--- src/rtl/seg7_pkg.sv ---
// rtl/seg7_pkg.sv - shared FSM encoding and hex-to-segment table for seq_mult_seg7
package seg7_pkg;

    typedef enum logic [1:0] {
        IDLE = 2'd0,
        BUSY = 2'd1,
        DONE = 2'd2
    } state_t;

    localparam logic [7:0] SEG_BLANK = 8'hFF;

    // Active-low {dp,g,f,e,d,c,b,a}; entry 0 sits in the least significant byte.
    localparam logic [15:0][7:0] SEG_TABLE = {
        8'h8E, 8'h86, 8'hA1, 8'hC6, 8'h83, 8'h88, 8'h90, 8'h80,
        8'hF8, 8'h82, 8'h92, 8'h99, 8'hB0, 8'hA4, 8'hF9, 8'hC0
    };

endpackage

--- src/rtl/hex_to_seg7.sv ---
// rtl/hex_to_seg7.sv - combinational hex nibble to active-low 7-segment code
module hex_to_seg7
    import seg7_pkg::*;
(
    input  logic [3:0] hex,
    output logic [7:0] seg
);

    assign seg = SEG_TABLE[hex];

endmodule

--- src/rtl/seq_mult_seg7.sv ---
// rtl/seq_mult_seg7.sv - shift-add multiplier with multiplexed hex 7-segment display
// Optional leading-zero blanking: SEG7_ZERO_BLANK_EN.
module seq_mult_seg7
    import seg7_pkg::*;
#(
    parameter int WIDTH    = 4,
    parameter int DIGITS   = 8,
    parameter int SCAN_DIV = 10
) (
    input  logic                 CLK,
    input  logic                 RST_N,
    input  logic                 start,
    input  logic [WIDTH-1:0]     a,
    input  logic [WIDTH-1:0]     b,
    output logic [2*WIDTH-1:0]   product,
    output logic                 busy,
    output logic                 done,
    output logic [DIGITS-1:0]    digits,
    output logic [7:0]           number
);

    localparam int PW = 2 * WIDTH;
    localparam int DB = $clog2(DIGITS);
    localparam int SW = SCAN_DIV + DB;
    localparam int CW = $clog2(WIDTH);
    localparam int XW = 4 * DIGITS;

    state_t           state;
    state_t           state_nxt;
    logic [WIDTH-1:0] a_reg;
    logic [WIDTH-1:0] b_reg;
    logic [PW-1:0]    acc;
    logic [PW-1:0]    acc_nxt;
    logic [CW-1:0]    cnt;
    logic             last_step;

    logic [SW-1:0]    scan_cnt;
    logic [DB-1:0]    dig_idx;
    logic [XW-1:0]    prod_ext;
    logic [3:0]       nibble;
    logic [7:0]       seg_code;
    logic             blank;
    logic [7:0]       number_nxt;

    assign last_step = (cnt == CW'(WIDTH - 1));
    assign acc_nxt   = b_reg[0] ? (acc + (PW'(a_reg) << cnt)) : acc;

    always_ff @(posedge CLK or negedge RST_N) begin
        if (!RST_N) begin
            state <= IDLE;
        end else begin
            state <= state_nxt;
        end
    end

    always_comb begin
        state_nxt = state;
        case (state)
            IDLE:    if (start) state_nxt = BUSY;
            BUSY:    if (last_step) state_nxt = DONE;
            DONE:    state_nxt = IDLE;
            default: state_nxt = IDLE;
        endcase
    end

    always_comb begin
        busy = 1'b0;
        done = 1'b0;
        case (state)
            BUSY: busy = 1'b1;
            DONE: begin
                busy = 1'b1;
                done = 1'b1;
            end
            default: ;
        endcase
    end

    // product only moves on the final step, so it is never seen half-built.
    always_ff @(posedge CLK or negedge RST_N) begin
        if (!RST_N) begin
            a_reg   <= '0;
            b_reg   <= '0;
            acc     <= '0;
            cnt     <= '0;
            product <= '0;
        end else begin
            case (state)
                IDLE: begin
                    if (start) begin
                        a_reg <= a;
                        b_reg <= b;
                        acc   <= '0;
                        cnt   <= '0;
                    end
                end
                BUSY: begin
                    acc   <= acc_nxt;
                    b_reg <= b_reg >> 1;
                    cnt   <= cnt + CW'(1);
                    if (last_step) product <= acc_nxt;
                end
                default: ;
            endcase
        end
    end

    assign dig_idx  = scan_cnt[SCAN_DIV +: DB];
    assign prod_ext = XW'(product);
    assign nibble   = prod_ext[{dig_idx, 2'b00} +: 4];

    hex_to_seg7 u_hex_to_seg7 (
        .hex (nibble),
        .seg (seg_code)
    );

`ifdef SEG7_ZERO_BLANK_EN
    logic [DB-1:0] top_nz;

    // Digit 0 is never blanked, so the search starts at nibble 1.
    always_comb begin
        top_nz = '0;
        for (int k = 1; k < DIGITS; k++) begin
            if (prod_ext[4*k +: 4] != 4'h0) top_nz = DB'(k);
        end
    end

    assign blank = (dig_idx > top_nz);
`else
    assign blank = 1'b0;
`endif

    assign number_nxt = blank ? SEG_BLANK : (seg_code | 8'h80);

    always_ff @(posedge CLK or negedge RST_N) begin
        if (!RST_N) begin
            scan_cnt <= '0;
            digits   <= '1;
            number   <= SEG_BLANK;
        end else begin
            scan_cnt <= scan_cnt + SW'(1);
            digits   <= ~(DIGITS'(1) << dig_idx);
            number   <= number_nxt;
        end
    end

endmodule

--- config.mk ---
export PLATFORM = sky130hd
export DESIGN_NAME = seq_mult_seg7
export DESIGN_NICKNAME = d
export VERILOG_FILES = /design/src/rtl/seg7_pkg.sv /design/src/rtl/hex_to_seg7.sv /design/src/rtl/seq_mult_seg7.sv
export SDC_FILE = /design/constraint.sdc
export NUM_CORES = 1
export LEC_CHECK = 0
export CORE_MARGIN = 1.5
export CORE_UTILIZATION = 50
export CTS_BUF_LIST = sky130_fd_sc_hd__clkbuf_4
export DETAILED_ROUTE_END_ITERATION = 6
export GPL_TIMING_DRIVEN = 0
export MAX_ROUTING_LAYER = met4
export PLACE_DENSITY = 0.73
export SYNTH_ARGS = -nofsm -noshare
export SYNTH_HDL_FRONTEND = slang
export SYNTH_HIERARCHICAL = 1
export SYNTH_SLANG_ARGS = --single-unit
--- constraint.sdc ---
create_clock -name CLK -period 4.05 [get_ports CLK]
set_clock_uncertainty 0.15 [all_clocks]
set_input_delay 0.81 -clock CLK [delete_from_list [all_inputs] [get_ports CLK]]
set_output_delay 0.81 -clock CLK [all_outputs]
set_load 0.01 [all_outputs]
# == Word-level counts from Yosys, hierarchy flattened ==
# Memory sizes are Yosys's and may differ from the RTL's. A register that Yosys moved wholly into a read port is not among the register bits.
# Index checks and enable logic that the tools add are counted.
# op_classes
shifts,3
eq_ne,5
muxes,12
addsub,3
n_reduce_logical,8
bitwise_logic,1
# ops
operator,n
$shiftx 32x6->4,1
$mux 8,2
$pmux 8 s2,1
$add 13x1->13 const B,1
$add 8x8->8,1
$not 8->8,1
$pmux 2 s2,2
$pmux 4 s2,1
$reduce_and 2->1,4
$shl 1x3->8 const A,1
$shl 4x2->8,1
$mux 2,3
$eq 2x2->1 const B,2
$mux 4,1
$ne 2x2->1 const B,2
$add 2x1->2 const B,1
$eq 2x1->1 const B,1
$logic_not 2->1,1
$mux 1,2
$reduce_bool 2->1,1
$reduce_or 2->1,1
$logic_not 1->1,1
# totals
word_cells,41
rom_bits,128
out_inout_bits,26
inputBits,11
ff_bits,49
n_memories,1
# mem_list
memory,depth,word_bits,rd,rd_clocked_by_memory_dff,wr,line,text
(name not given),16,8,1,1,0,hex_to_seg7.sv:9,assign seg = SEG_TABLE[hex];

# == Logic depth before layout (Yosys ltp) ==
# depth
depth_word,4
ltp_mapped,9
ltp_nobuf,8

# == Modules after synthesis ==
# The synthesis kept the hierarchy.
# modules_own_cells
mod,seq_area_each_um2,area_each_um2,cells_each,instances
seq_mult_seg7,1420.1,2765.2,255,1
hex_to_seg7,0.0,277.8,37,1

# == Worst setup path after synthesis ==
# OpenSTA, ideal clock, no wires.
# synth_path
kind,register to register
startpoint,register cnt[1]
endpoint,register product[6]
slack_ns,1.416
synth_period_minus_slack_ns,2.634
path_stages_with_launch,10
t_arrival_ns,2.360
n_path_buf,1
path_cell_list,dfrtp_1 -> clkbuf_1 -> mux2_2 -> nand2_1 -> o21ai_0 -> ha_1 -> a21o_2 -> a221oi_2 -> mux2i_1 -> a211o_1
# synth_between
elab_chain_cells,3
# synth_lines
element,line,text
"start, declared",seq_mult_seg7.sv:34,logic [CW-1:0] cnt;
"start signal, assigned",seq_mult_seg7.sv:100,cnt <= cnt + CW'(1);
$shl 4x2->8,seq_mult_seg7.sv:46,assign acc_nxt = b_reg[0] ? (acc + (PW'(a_reg) << cnt)) : acc;
$add 8x8->8,seq_mult_seg7.sv:46,
$mux 8,seq_mult_seg7.sv:46,
"end signal, assigned",seq_mult_seg7.sv:101,if (last_step) product <= acc_nxt;
"end, declared",seq_mult_seg7.sv:15,"output logic [2*WIDTH-1:0] product,"
# Parallel ways exist; a longest one is shown, timed or not.
# A chain may end at the register's enable or synchronous reset.

# == Final worst setup path ==
# layout_path
startpoint,register cnt[1]
endpoint,register acc[7]
# layout_between
elab_chain_cells,4
# layout_lines
element,line,text
$shl 4x2->8,seq_mult_seg7.sv:46,
$add 8x8->8,seq_mult_seg7.sv:46,
$mux 8,seq_mult_seg7.sv:46,
$pmux 8 s2,seq_mult_seg7.sv:88,case (state)
"end signal, assigned",seq_mult_seg7.sv:98,acc <= acc_nxt;
"end, declared",seq_mult_seg7.sv:32,logic [PW-1:0] acc;
# Every way passes these cells.

==> results_dict.tcl <==
set metrics [dict create \
    critPathSlowestCell "or4_1" \
    switching_power_uw 990.0 \
    rows 28 \
    largest_reg_flops 13 \
    ant_nets 0 \
    wirelength_mm 5.613 \
    drtIter0Drc 95 \
    h-tree-depth 2 \
    cts_root_buffer "clkbuf_4" \
    hold_ws_ns 0.3050 \
    cp_max_fo 9 \
    min_period_over_period 0.7203 \
    vdd_drop_max_v 0.0004060 \
    setup_viol 0 \
    largest_register "scan_cnt" \
    status "complete, no violations" \
    place_congestion 0.9206 \
    fmax_ghz 0.3428 \
    die_y_um 80.87 \
    ctsLongestPathBuffers 2 \
    grt_antenna_before_repair 0 \
    post_cts_resized 0 \
    io_buffer_count 35 \
    area_growth_pct 17.13 \
    initial_core_util 0.5151 \
    hpwl_mm 4.221 \
    critPathMaxStageDelay_ns 0.51 \
    die_width_um 80.87 \
    grt_pass1_wl_mm 9.466 \
    cts_hold_buffers 0 \
    numCtsBuffers 5 \
    viasPerCell 5.555 \
    drc 0 \
    yosysWarnings 6 \
    final_util 0.6033 \
    pwr-share-seq 0.355 \
    rsz0062_at_grt "false" \
    clkLatencyLatePin_ns 0.39 \
    synthesis.nets 321 \
    worstMarginPinSlew_ns 0.7206 \
    drt_first_pass_iters 4 \
    cp-start-kind "flip-flop" \
    antenna_cells 0 \
    nFillCells 509 \
    layout-drive-gt1-share 0.1407 \
    maxSlewViolCount 0 \
    slew_headroom 0.5196 \
    netlist_instances 290 \
    ios 37 \
    dieArea_um2 6539 \
    p_per_area_nw_per_um2 672.5 \
    hold_path.class "in -> async" \
    cp-end-kind "flip-flop" \
    vias 2272 \
    critPathRequiredTime_ns 4.22 \
    final_cells 409 \
    clk_pin_slew_worst_paths_ns 0.16 \
    grt.total_usage 0.1916 \
    synth.avg_cell_area_um2 10.45 \
    period_needed_ns 2.917 \
    power.internal_mw 1.398 \
    placed_cells 401 \
    grt_pass1_vias 2046 \
    worstSetupPathType "reg -> reg" \
    seqCellArea_um2 1420 \
    core_um2 5886 \
    drv_cap 0 \
    clkPwrFrac 0.107 \
    post_drt_wl_per_cell_um 13.72 \
    grt_max_degree 34 \
    timing.setup.tns_ns 0 \
    grt_overflow 0 \
    crit_arrival_ns 3.09 \
    p_sw_frac 0.4146 \
    multi_input_comb_area_um2 1488 \
    cts_setup_buffers 0 \
    nNetsFinal 364 \
    mappedNetlistArea_um2 3032 \
    p_leak_nw 1.626 \
    hold_violations 0 \
    path_cells "clkbuf_1 > mux2_2 > nand2_1 > o21ai_0 > ha_1 > o211ai_2 > o211a_1 > or4_1 > nand4b_1" \
    p_comb_frac 0.538 \
    cts_sinks 56 \
    tritoncts "yes" \
]
[cell type report]
cell class / instances / area share
Multi-Input combinational cell: 207 / 0.4190
Sequential cell: 56 / 0.3999
Timing Repair Buffer: 36 / 0.1029
Tap cell: 75 / 0.02643
Buffer: 14 / 0.02114
Inverter: 13 / 0.01374
Clock buffer: 5 / 0.01057
Clock inverter: 3 / 0.006342
[worst max-delay path, delay by kind of cell (launching register included)]
kind	cells	cell delay, ns
simple gates	3	0.69
compound gates	3	0.51
fa+ha+maj	1	0.44
mux	1	0.40
flops	1	0.38
buf+inv	1	0.33
[cell usage in the layout (no fill, tap or decap), drive strengths merged, types with 8 or more instances in the layout]
cell           count
nand2             24
a21oi             15
dfrtp             41
buf                8
o21ai             16
clkdlybuf4s50     34
nand3             13
and3               8
a22o              11
ha                19
nor2              11
clkbuf            13
dfstp             15
o22ai              8
mux2i             10
inv               14
xnor2             11
[stage by stage]
step | instance area (um2) | worst slack [ns] | power [mW]
detailed placement | 3491 | 1.190 | 2.144
global placement | 3476 | 0.3715 | 2.107
floorplan | 3032 | 1.416 | 1.757
global route | 3551 | 0.9024 | 2.586
CTS | 3551 | 1.154 | 2.402
finish | 3551 | 1.133 | 2.388
[per-layer routing]
layer / track usage / up-vias / wire length, um
met4: 0.05345 / 0 / 51
met2: 0.3183 / 58 / 2759
met5: - / - / 0
met1: 0.2380 / 1093 / 2557
met3: 0.03820 / 6 / 245
li1: - / 1115 / -
[power groups by stage]
stage / clock, mW / sequential [mW] / combinational, mW
final: 0.256 / 0.848 / 1.28
after global routing: 0.286 / 0.871 / 1.43
after CTS: 0.264 / 0.849 / 1.29
after detailed placement: 0 / 0.862 / 1.28
after global placement: 0 / 0.857 / 1.25
after floorplan: 0 / 0.861 / 0.897
[worst paths after layout]
path / startpoint / endpoint / slack, ns / cells after the start
min in group CLK: scan_cnt[4] / scan_cnt[4] / 0.33 / 1
hold / removal: RST_N / scan_cnt[8] / 0.30 / 1
hold reg to reg: scan_cnt[4] / scan_cnt[4] / 0.33 / 1
max in group asynchronous: RST_N / b_reg[0] / 2.86 / 2
setup reg to reg: cnt[1] / acc[7] / 1.13 / 9
setup / recovery: cnt[1] / acc[7] / 1.13 / 9
(Power assumes the default switching activity.)
